<file path="config.mk">
export PLATFORM = sky130hd
export DESIGN_NAME = lc3_controller
export DESIGN_NICKNAME = d
export VERILOG_FILES = /design/src/rtl/lc3_ctrl_pkg.sv /design/src/rtl/lc3_opcode_class.sv /design/src/rtl/lc3_controller.sv
export SDC_FILE = /design/constraint.sdc
export NUM_CORES = 1
export LEC_CHECK = 0
export ABC_CLOCK_PERIOD_IN_PS = 3500
export CAP_MARGIN = 25
export CORE_ASPECT_RATIO = 0.7
export CORE_UTILIZATION = 28
export CTS_CLUSTER_SIZE = 30
export DETAILED_ROUTE_END_ITERATION = 8
export DONT_BUFFER_PORTS = 1
export PLACE_DENSITY = 0.41
export SYNTH_ARGS = -nofsm -noshare
export SYNTH_HDL_FRONTEND = slang
export SYNTH_SLANG_ARGS = --single-unit
</file>
<file path="constraint.sdc">
create_clock -name clk -period 3.5 [get_ports clk]
set_clock_uncertainty 0.15 [all_clocks]
set_input_delay 0.7 -clock clk [delete_from_list [all_inputs] [get_ports clk]]
set_output_delay 0.7 -clock clk [all_outputs]
set_load 0.01 [all_outputs]
</file>
<file path="src/rtl/lc3_ctrl_pkg.sv">
// Shared types and constants for the LC3 multi-cycle controller: state enum,
// opcode values, memory-access encodings and the opcode path classes.
package lc3_ctrl_pkg;

    typedef enum logic [2:0] {
        S_FETCH,
        S_DECODE,
        S_EXECUTE,
        S_MEM_IND,
        S_MEM_READ,
        S_MEM_WRITE,
        S_WRITEBACK,
        S_UPDATE_PC
    } ctrl_state_t;

    typedef enum logic [2:0] {
        CLS_ALU,
        CLS_LOAD,
        CLS_LOAD_IND,
        CLS_STORE,
        CLS_STORE_IND,
        CLS_CTRL,
        CLS_ILLEGAL
    } op_class_t;

    localparam logic [3:0] OP_BR   = 4'b0000;
    localparam logic [3:0] OP_ADD  = 4'b0001;
    localparam logic [3:0] OP_LD   = 4'b0010;
    localparam logic [3:0] OP_ST   = 4'b0011;
    localparam logic [3:0] OP_JSR  = 4'b0100;
    localparam logic [3:0] OP_AND  = 4'b0101;
    localparam logic [3:0] OP_LDR  = 4'b0110;
    localparam logic [3:0] OP_STR  = 4'b0111;
    localparam logic [3:0] OP_RTI  = 4'b1000;
    localparam logic [3:0] OP_NOT  = 4'b1001;
    localparam logic [3:0] OP_LDI  = 4'b1010;
    localparam logic [3:0] OP_STI  = 4'b1011;
    localparam logic [3:0] OP_JMP  = 4'b1100;
    localparam logic [3:0] OP_RES  = 4'b1101;
    localparam logic [3:0] OP_LEA  = 4'b1110;
    localparam logic [3:0] OP_TRAP = 4'b1111;

    localparam logic [1:0] MEM_IND  = 2'd0;
    localparam logic [1:0] MEM_RD   = 2'd1;
    localparam logic [1:0] MEM_WR   = 2'd2;
    localparam logic [1:0] MEM_IDLE = 2'd3;

    // Branches test the latched nzp mask against the live condition codes;
    // jumps and subroutine calls always redirect the PC.
    function automatic logic branch_decision(input logic [3:0] op,
                                             input logic [2:0] nzp,
                                             input logic [2:0] cc);
        logic taken;
        taken = 1'b0;
        if (op == OP_BR)
            taken = |(nzp & cc);
        else if (op == OP_JMP || op == OP_JSR)
            taken = 1'b1;
        return taken;
    endfunction

endpackage

</file>
<file path="src/rtl/lc3_opcode_class.sv">
// Combinational opcode-to-path classifier used by the LC3 controller to pick
// which stages an instruction visits.
module lc3_opcode_class
    import lc3_ctrl_pkg::*;
(
    input  logic [3:0] opcode,
    output logic [2:0] op_class
);

    op_class_t cls;

    always_comb begin
        cls = CLS_ILLEGAL;
        case (opcode)
            OP_ADD, OP_AND, OP_NOT, OP_LEA: cls = CLS_ALU;
            OP_LD, OP_LDR:                  cls = CLS_LOAD;
            OP_LDI:                         cls = CLS_LOAD_IND;
            OP_ST, OP_STR:                  cls = CLS_STORE;
            OP_STI:                         cls = CLS_STORE_IND;
            OP_BR, OP_JMP, OP_JSR:          cls = CLS_CTRL;
            default:                        cls = CLS_ILLEGAL;
        endcase
    end

    assign op_class = cls;

endmodule

</file>
<file path="src/rtl/lc3_controller.sv">
// Multi-cycle LC3 sequencer: one stage enable per cycle, Moore outputs.
// Define LC3_CTRL_PERF_EN to build the retired-instruction counter.
module lc3_controller
    import lc3_ctrl_pkg::*;
(
    input  logic        clk,
    input  logic        rst,
    input  logic [15:0] IR,
    input  logic [2:0]  psr,
    input  logic        complete_instr,
    input  logic        complete_data,
    output logic        enable_fetch,
    output logic        enable_decode,
    output logic        enable_execute,
    output logic        enable_writeback,
    output logic        enable_updatePC,
    output logic [1:0]  mem_state,
    output logic        br_taken,
    output logic        illegal_op,
    output logic [31:0] instr_count
);

    ctrl_state_t state;
    ctrl_state_t state_next;
    logic [3:0]  opcode_q;
    logic [2:0]  nzp_q;
    logic [3:0]  class_op;
    logic [2:0]  class_bits;
    op_class_t   op_class;
    logic        unused_ir_bits;

    assign unused_ir_bits = ^IR[8:0];

    // During DECODE the opcode register is not yet loaded, so classify IR directly.
    assign class_op = (state == S_DECODE) ? IR[15:12] : opcode_q;

    lc3_opcode_class u_opcode_class (
        .opcode   (class_op),
        .op_class (class_bits)
    );

    assign op_class = op_class_t'(class_bits);

    always_comb begin
        state_next = state;
        case (state)
            S_FETCH:
                if (complete_instr)
                    state_next = S_DECODE;
            S_DECODE:
                state_next = (op_class == CLS_ILLEGAL) ? S_UPDATE_PC : S_EXECUTE;
            S_EXECUTE:
                case (op_class)
                    CLS_ALU:       state_next = S_WRITEBACK;
                    CLS_LOAD:      state_next = S_MEM_READ;
                    CLS_LOAD_IND:  state_next = S_MEM_IND;
                    CLS_STORE:     state_next = S_MEM_WRITE;
                    CLS_STORE_IND: state_next = S_MEM_IND;
                    CLS_CTRL:      state_next = (opcode_q == OP_JSR) ? S_WRITEBACK : S_UPDATE_PC;
                    default:       state_next = S_UPDATE_PC;
                endcase
            S_MEM_IND:
                if (complete_data)
                    state_next = (op_class == CLS_LOAD_IND) ? S_MEM_READ : S_MEM_WRITE;
            S_MEM_READ:
                if (complete_data)
                    state_next = S_WRITEBACK;
            S_MEM_WRITE:
                if (complete_data)
                    state_next = S_UPDATE_PC;
            S_WRITEBACK:
                state_next = S_UPDATE_PC;
            S_UPDATE_PC:
                state_next = S_FETCH;
            default:
                state_next = S_FETCH;
        endcase
    end

    // Outputs are registered from the next state so they always match the state register.
    always_ff @(posedge clk or negedge rst) begin
        if (!rst) begin
            state            <= S_FETCH;
            opcode_q         <= 4'd0;
            nzp_q            <= 3'd0;
            enable_fetch     <= 1'b1;
            enable_decode    <= 1'b0;
            enable_execute   <= 1'b0;
            enable_writeback <= 1'b0;
            enable_updatePC  <= 1'b0;
            mem_state        <= MEM_IDLE;
            br_taken         <= 1'b0;
            illegal_op       <= 1'b0;
        end else begin
            state            <= state_next;
            enable_fetch     <= (state_next == S_FETCH);
            enable_decode    <= (state_next == S_DECODE);
            enable_execute   <= (state_next == S_EXECUTE);
            enable_writeback <= (state_next == S_WRITEBACK);
            enable_updatePC  <= (state_next == S_UPDATE_PC);
            case (state_next)
                S_MEM_IND:   mem_state <= MEM_IND;
                S_MEM_READ:  mem_state <= MEM_RD;
                S_MEM_WRITE: mem_state <= MEM_WR;
                default:     mem_state <= MEM_IDLE;
            endcase
            illegal_op <= (state == S_DECODE) && (state_next == S_UPDATE_PC);
            if (state == S_DECODE) begin
                opcode_q <= IR[15:12];
                nzp_q    <= IR[11:9];
                if (state_next == S_UPDATE_PC)
                    br_taken <= 1'b0;
            end
            if (state == S_EXECUTE)
                br_taken <= branch_decision(opcode_q, nzp_q, psr);
        end
    end

`ifdef LC3_CTRL_PERF_EN
    logic [31:0] count_q;

    // Every UPDATE_PC cycle retires one instruction, illegal ones included.
    always_ff @(posedge clk or negedge rst) begin
        if (!rst)
            count_q <= 32'd0;
        else if (state == S_UPDATE_PC)
            count_q <= count_q + 32'd1;
    end

    assign instr_count = count_q;
`else
    assign instr_count = 32'd0;
`endif

endmodule

</file>
Word level (Yosys, flattened, before mapping)

Memories as Yosys holds them, arrays and structs flattened.
Index checks and enable logic that the tools add are counted.

Register bits: 19
Bits in latches: 0
Bits in writable memories: 0
ROM bits: 48
Input port bits: 23
Logic and storage cells: 62
Memories kept: 1

Memories:

| memory          | depth | width | read ports | clocked after Yosys merged registers in | wr ports | RTL line               | source |
|---|---|---|---|---|---|---|---|
| (no name shown) | 16    | 3     | 1          | 0                                       | 0        | lc3_opcode_class.sv:14 | `case (opcode)` |

Add/sub/neg operators: 0
$mul: 0
Divide/modulo/power cells: 0
Order comparisons: 0
Eq/ne operators: 22
Shifts and indexed selects: 0
Multiplexer cells: 16
Bitwise logic cells: 1
Reductions and logical operators: 11

Operator list:

| operator                                             | count |
|---|---|
| equality test 3 bit (second input constant)          | 11 |
| one-hot mux 3 bit (8 select lines)                   | 1 |
| equality test 3 x 2 -> 1 bit (second input constant) | 6 |
| 2-to-1 mux 3 bit                                     | 5 |
| one-hot mux 3 bit (5 select lines)                   | 1 |
| equality test 3 x 1 -> 1 bit (second input constant) | 3 |
| zero test 3 bit                                      | 3 |
| 2-to-1 mux 1 bit                                     | 7 |
| one-hot mux 2 bit (3 select lines)                   | 1 |
| equality test 4 x 3 -> 1 bit (second input constant) | 1 |
| equality test 4 bit (second input constant)          | 1 |
| zero test 4 bit                                      | 1 |
| 2-to-1 mux 4 bit                                     | 1 |
| nonzero test 2 bit                                   | 2 |
| bitwise AND 3 bit                                    | 1 |
| OR reduction 3 bit                                   | 1 |
| AND reduction 2 bit                                  | 1 |
| OR reduction 2 bit                                   | 1 |
| logical AND 1 bit                                    | 1 |
| logical OR 1 bit                                     | 1 |

Longest topological paths before layout

An unclocked memory read counts as a cell.

Depth after elaboration: 11
Mapped depth: 14
Gate-level depth less buffers: 11

By module

Synthesis repeated with hierarchy kept, for this count alone.

Cell total of the unflattened synthesis: 127
Area total of the unflattened synthesis: 1278.7 µm²

By module, submodules not included:

| module           | times used | cells each | area each (µm²) | seq. area each (µm²) |
|---|---|---|---|---|
| lc3_controller   | 1          | 112        | 1148.6          | 479.2 |
| lc3_opcode_class | 1          | 15         | 130.1           | 0.0 |

Worst setup path before layout

No wires, ideal clock.

Kind: register -> register
Start point: register state[2]
End point: register mem_state[1]
Setup time: 0.082 ns
Arrival: 3.113 ns
Slack: 0.154 ns
Stages on the path, launching flop included: 12
Cell sequence: dfrtp_1 buf_2 nor3b_1 clkbuf_1 mux2i_1 ha_1 nand3_1 mux2_1 a21o_1 a32o_1 o32a_4 mux2_4

Word-level cells in the longest chain between the ends: 9

RTL lines:

| what                                                                          | RTL line                                   | source |
|---|---|---|
| from (decl)                                                                   | lc3_controller.sv:23                       | `ctrl_state_t state;` |
| from (signal assigned)                                                        | lc3_controller.sv:95                       | `state <= state_next;` |
| equality test 3 x 1 -> 1 bit                                                  | lc3_controller.sv:35, lc3_controller.sv:46 |  |
| 2-to-1 mux 4 bit                                                              | n/a                                        |  |
| memory (16 x 3 bit)                                                           | n/a                                        |  |
| equality test 3 x 2 -> 1 bit / equality test 3 bit (equally long branches)    | lc3_controller.sv:53, lc3_controller.sv:64 |  |
| OR reduction 2 bit (no line) / 2-to-1 mux 1 bit (equally long branches)       | n/a                                        |  |
| one-hot mux 3 bit (5 select lines) / 2-to-1 mux 3 bit (equally long branches) | lc3_controller.sv:53, lc3_controller.sv:63 |  |
| one-hot mux 3 bit (8 select lines) *                                          | lc3_controller.sv:46                       | `case (state)` |
| via state_next[0]                                                             | lc3_controller.sv:24                       | `ctrl_state_t state_next;` |
| equality test 3 bit / equality test 3 x 2 -> 1 bit (equally long branches)    | lc3_controller.sv:101                      | `case (state_next)` |
| one-hot mux 2 bit (3 select lines) *                                          | lc3_controller.sv:101                      |  |
| to (signal assigned)                                                          | lc3_controller.sv:102                      | `S_MEM_IND: mem_state <= MEM_IND;` |
| to (signal assigned)                                                          | lc3_controller.sv:103                      | `S_MEM_READ: mem_state <= MEM_RD;` |
| to (signal assigned)                                                          | lc3_controller.sv:104                      | `S_MEM_WRITE: mem_state <= MEM_WR;` |
| to (decl)                                                                     | lc3_controller.sv:17                       | `output logic [1:0] mem_state,` |

Mark *: on every way through the listed nets, which the timed path passes. The rest lies on a longest branch.
A chain may end at the register's enable or synchronous reset.

Final worst setup path

Start point: register state[1]
End point: register mem_state[1]

Word-level cells in the longest chain between the ends: 9

RTL lines:

| what                                                                          | RTL line                                   | source |
|---|---|---|
| equality test 3 x 1 -> 1 bit *                                                | lc3_controller.sv:35                       | `assign class_op = (state == S_DECODE) ? IR[15:12] : opcode_q;` |
| 2-to-1 mux 4 bit *                                                            | n/a                                        |  |
| via class_op[0]                                                               | lc3_controller.sv:27                       | `logic [3:0] class_op;` |
| memory (16 x 3 bit) *                                                         | n/a                                        |  |
| equality test 3 x 2 -> 1 bit / equality test 3 bit (equally long branches)    | lc3_controller.sv:53, lc3_controller.sv:64 |  |
| OR reduction 2 bit (no line) / 2-to-1 mux 1 bit (equally long branches)       | n/a                                        |  |
| one-hot mux 3 bit (5 select lines) / 2-to-1 mux 3 bit (equally long branches) | lc3_controller.sv:53, lc3_controller.sv:63 |  |
| one-hot mux 3 bit (8 select lines) *                                          | lc3_controller.sv:46                       |  |
| via state_next[0]                                                             | lc3_controller.sv:24                       |  |
| equality test 3 bit / equality test 3 x 2 -> 1 bit (equally long branches)    | lc3_controller.sv:101                      |  |
| one-hot mux 2 bit (3 select lines) *                                          | lc3_controller.sv:101                      |  |

Marked as above.

==> qor.txt <==
Vias in the first global route = 1004
Commonest non-fill, non-tap cell in the layout = conb_1
Avg Synthesized Cell Area = 9.050 um2
Layout cells sized above 1 = 0.1566
Run status = finished, final reports clean
Final Net Count = 194
Worst-Margin Slew = 774.4 ps
DR DRC count = 0
#FFs+latches synth = 19
Pins Over Slew Limit = 0
CTS tree = built
Drt wl/cell = 13.21 um
Num CTS Buffers = 3
Post-CTS sizing = 0
Seq/Total Area, Yosys = 0.3330
Dpl hpwl = 2330 um
Num rows = 21
RSZ-0062 raised after global routing = no
Most frequent cells in the layout = 32 x conb_1, 18 x nand2_1, 16 x dfrtp_1, 9 x o21ai_0, 9 x buf_4
Synth async-reset ratio = 1.000
CP arrival = 3320 ps
WS Path Type = reg2reg
Area delta synth->final = 3.565%
Post-CTS Setup Bufs = 0
Pwr/cell area = 944.1 nW/um2
Placer congestion estimate = 0.8627
Largest net degree at the start of global routing = 17
Clock Pin Slew Worst Setup and Hold Paths = 70 ps
FF-to-FF Start = state[1]
Setup TNS = 0 ps
Critical path capture point type = flip-flop
Total number of vias = 1060
Cells after synthesis = 159
Clock latency on the worst-skew pair = 260 ps
Overall power = 1.407 mW
Routed wire length = 3104 um
Yosys warning total = 0
CP startpoint = state[1]
Initial antenna violation count = 0
Initial detailed-routing violation count = 69
Setup-failing EPs final = 0
Post-synth EDFFs = 0
Startpoint Class = flip-flop
Die H = 61.98 um
Crit Path Max Fanout = 7
Post-route ant nets = 0
Final period utilization = 0.9376
Mapped Area = 1439 um2
Vias/cell = 4.511
Main synth FF type = dfrtp_1
Worst hold slack = 126.2 ps
IO Pins = 64
Fin. Hold Viols = 0
Fmax = 304.7 MHz
Starting Density = 0.2960
Yosys cell types = 50
Root Driver = clkbuf_8
Tmin final = 3282 ps
CP required = 3540 ps
Relative slew slack = 0.4820
Die ar. = 5434 um2
Core Region = 4861 um2
Global Route Usage Sum = 0.1236
Leakage = 0.6925 nW
Maximum vdd drop = 0.2478 mV
H-Tree Depth = 1
Die width = 87.68 um
First-pass GRT wire length = 5023 um
Antenna diodes = 0
HP Class = in2async
Cts hold-fix bufs = 1
Remaining global-route overflow = 0
I/O Buffers = 0
CTS max path bufs = 2
First-pass DRT Iterations = 5
MaxCap Viol Count = 0
Clock Sinks = 19
[flip-flops by register name, summed over array words and instances, names as in the netlist]
signal,flops
br_taken,1
enable_decode,1
enable_execute,1
enable_fetch,1
enable_updatePC,1
enable_writeback,1
illegal_op,1
mem_state,2
nzp_q,3
opcode_q,4
state,3
[synthesized netlist by cell type (3+ instances only)]
library cell | number | share of area
inv_1 | 5 | 0.013
dfrtp_1 | 16 | 0.28
or2_2 | 4 | 0.017
and3_1 | 4 | 0.017
ha_1 | 4 | 0.035
nand3b_1 | 3 | 0.016
buf_4 | 32 | 0.17
nand2_1 | 18 | 0.047
nand3_1 | 6 | 0.021
o21ai_0 | 9 | 0.031
a21oi_1 | 3 | 0.010
buf_2 | 3 | 0.010
dfstp_2 | 3 | 0.055
nor2_1 | 5 | 0.013
[report_power, final]
| group | internal (mW) | leakage [nW] | switching, mW | total, mW |
|---|---|---|---|---|
| Combinational | 0.387 | 0.437 | 0.460 | 0.847 |
| Clock | 0.0811 | 0.0228 | 0.0757 | 0.157 |
| Sequential | 0.320 | 0.233 | 0.0829 | 0.403 |
| Total | 0.788 | 0.692 | 0.619 | 1.41 |
[worst max-delay path, cell delays in order (launching register included)]
cell and delay [ps]:
dfrtp_1 420, nor3b_1 210, buf_4 180, mux2i_1 320
inv_1 130, ha_1 260, nand3_1 120, o21ai_0 100
a311o_1 380, a32o_1 230, o32a_4 420, mux2_4 300
[area by class of cell]
| type | instances | area, um2 |
|---|---|---|
| Sequential cell | 19 | 479.2 |
| Fill cell | 502 | 3371 |
| Inverter | 6 | 22.52 |
| Timing Repair Buffer | 10 | 77.57 |
| Clock buffer | 4 | 45.04 |
| Multi-Input combinational cell | 127 | 779.5 |
| Tap cell | 69 | 86.33 |
[cell families (layout without fill, tap and decap cells)]
logic type / count (synthesis) / in the layout / share of synthesized area
mux: 5 / 5 / 0.04000
compound gates: 30 / 30 / 0.1652
flops: 19 / 19 / 0.3330
fa+ha+maj: 4 / 4 / 0.03478
other cells: 1 / 32 / 0.002606
simple gates: 54 / 54 / 0.2061
buf+inv: 44 / 20 / 0.2061
xor+xnor: 2 / 2 / 0.01218
[through the flow]
stage               cell area, um2    util  std cells  worst slack, ps
floorplan                     1555       -        190            154.4
global placement              1435  0.2952        230            231.5
detailed placement            1435  0.2952        230            271.5
CTS                           1490  0.3066        235            243.8
global route                  1490  0.3066        235            20.85
finish                        1490  0.3066        235            218.3
[path summary, 6_finish.rpt]
path	to	slack [ps]	depth (start not counted)
max	mem_state[1]	220	11
min	mem_state[1]	130	0
max reg2reg	mem_state[1]	220	11
min reg2reg	nzp_q[0]	340	2
max in group asynchronous	enable_updatePC	1910	1
min in group clk	nzp_q[0]	340	2
[layer usage]
layer  global-route usage  share of wire  up-vias  wire length [um]
li1                     -              -      504                 -
met1               0.1652           0.46      488              1431
met2               0.2020           0.45       64              1382
met3              0.03435          0.086        4               266
met4              0.02810         0.0081        0                25
met5                    0              0        -                 0
Note: power is estimated with default switching activity, not from simulation.
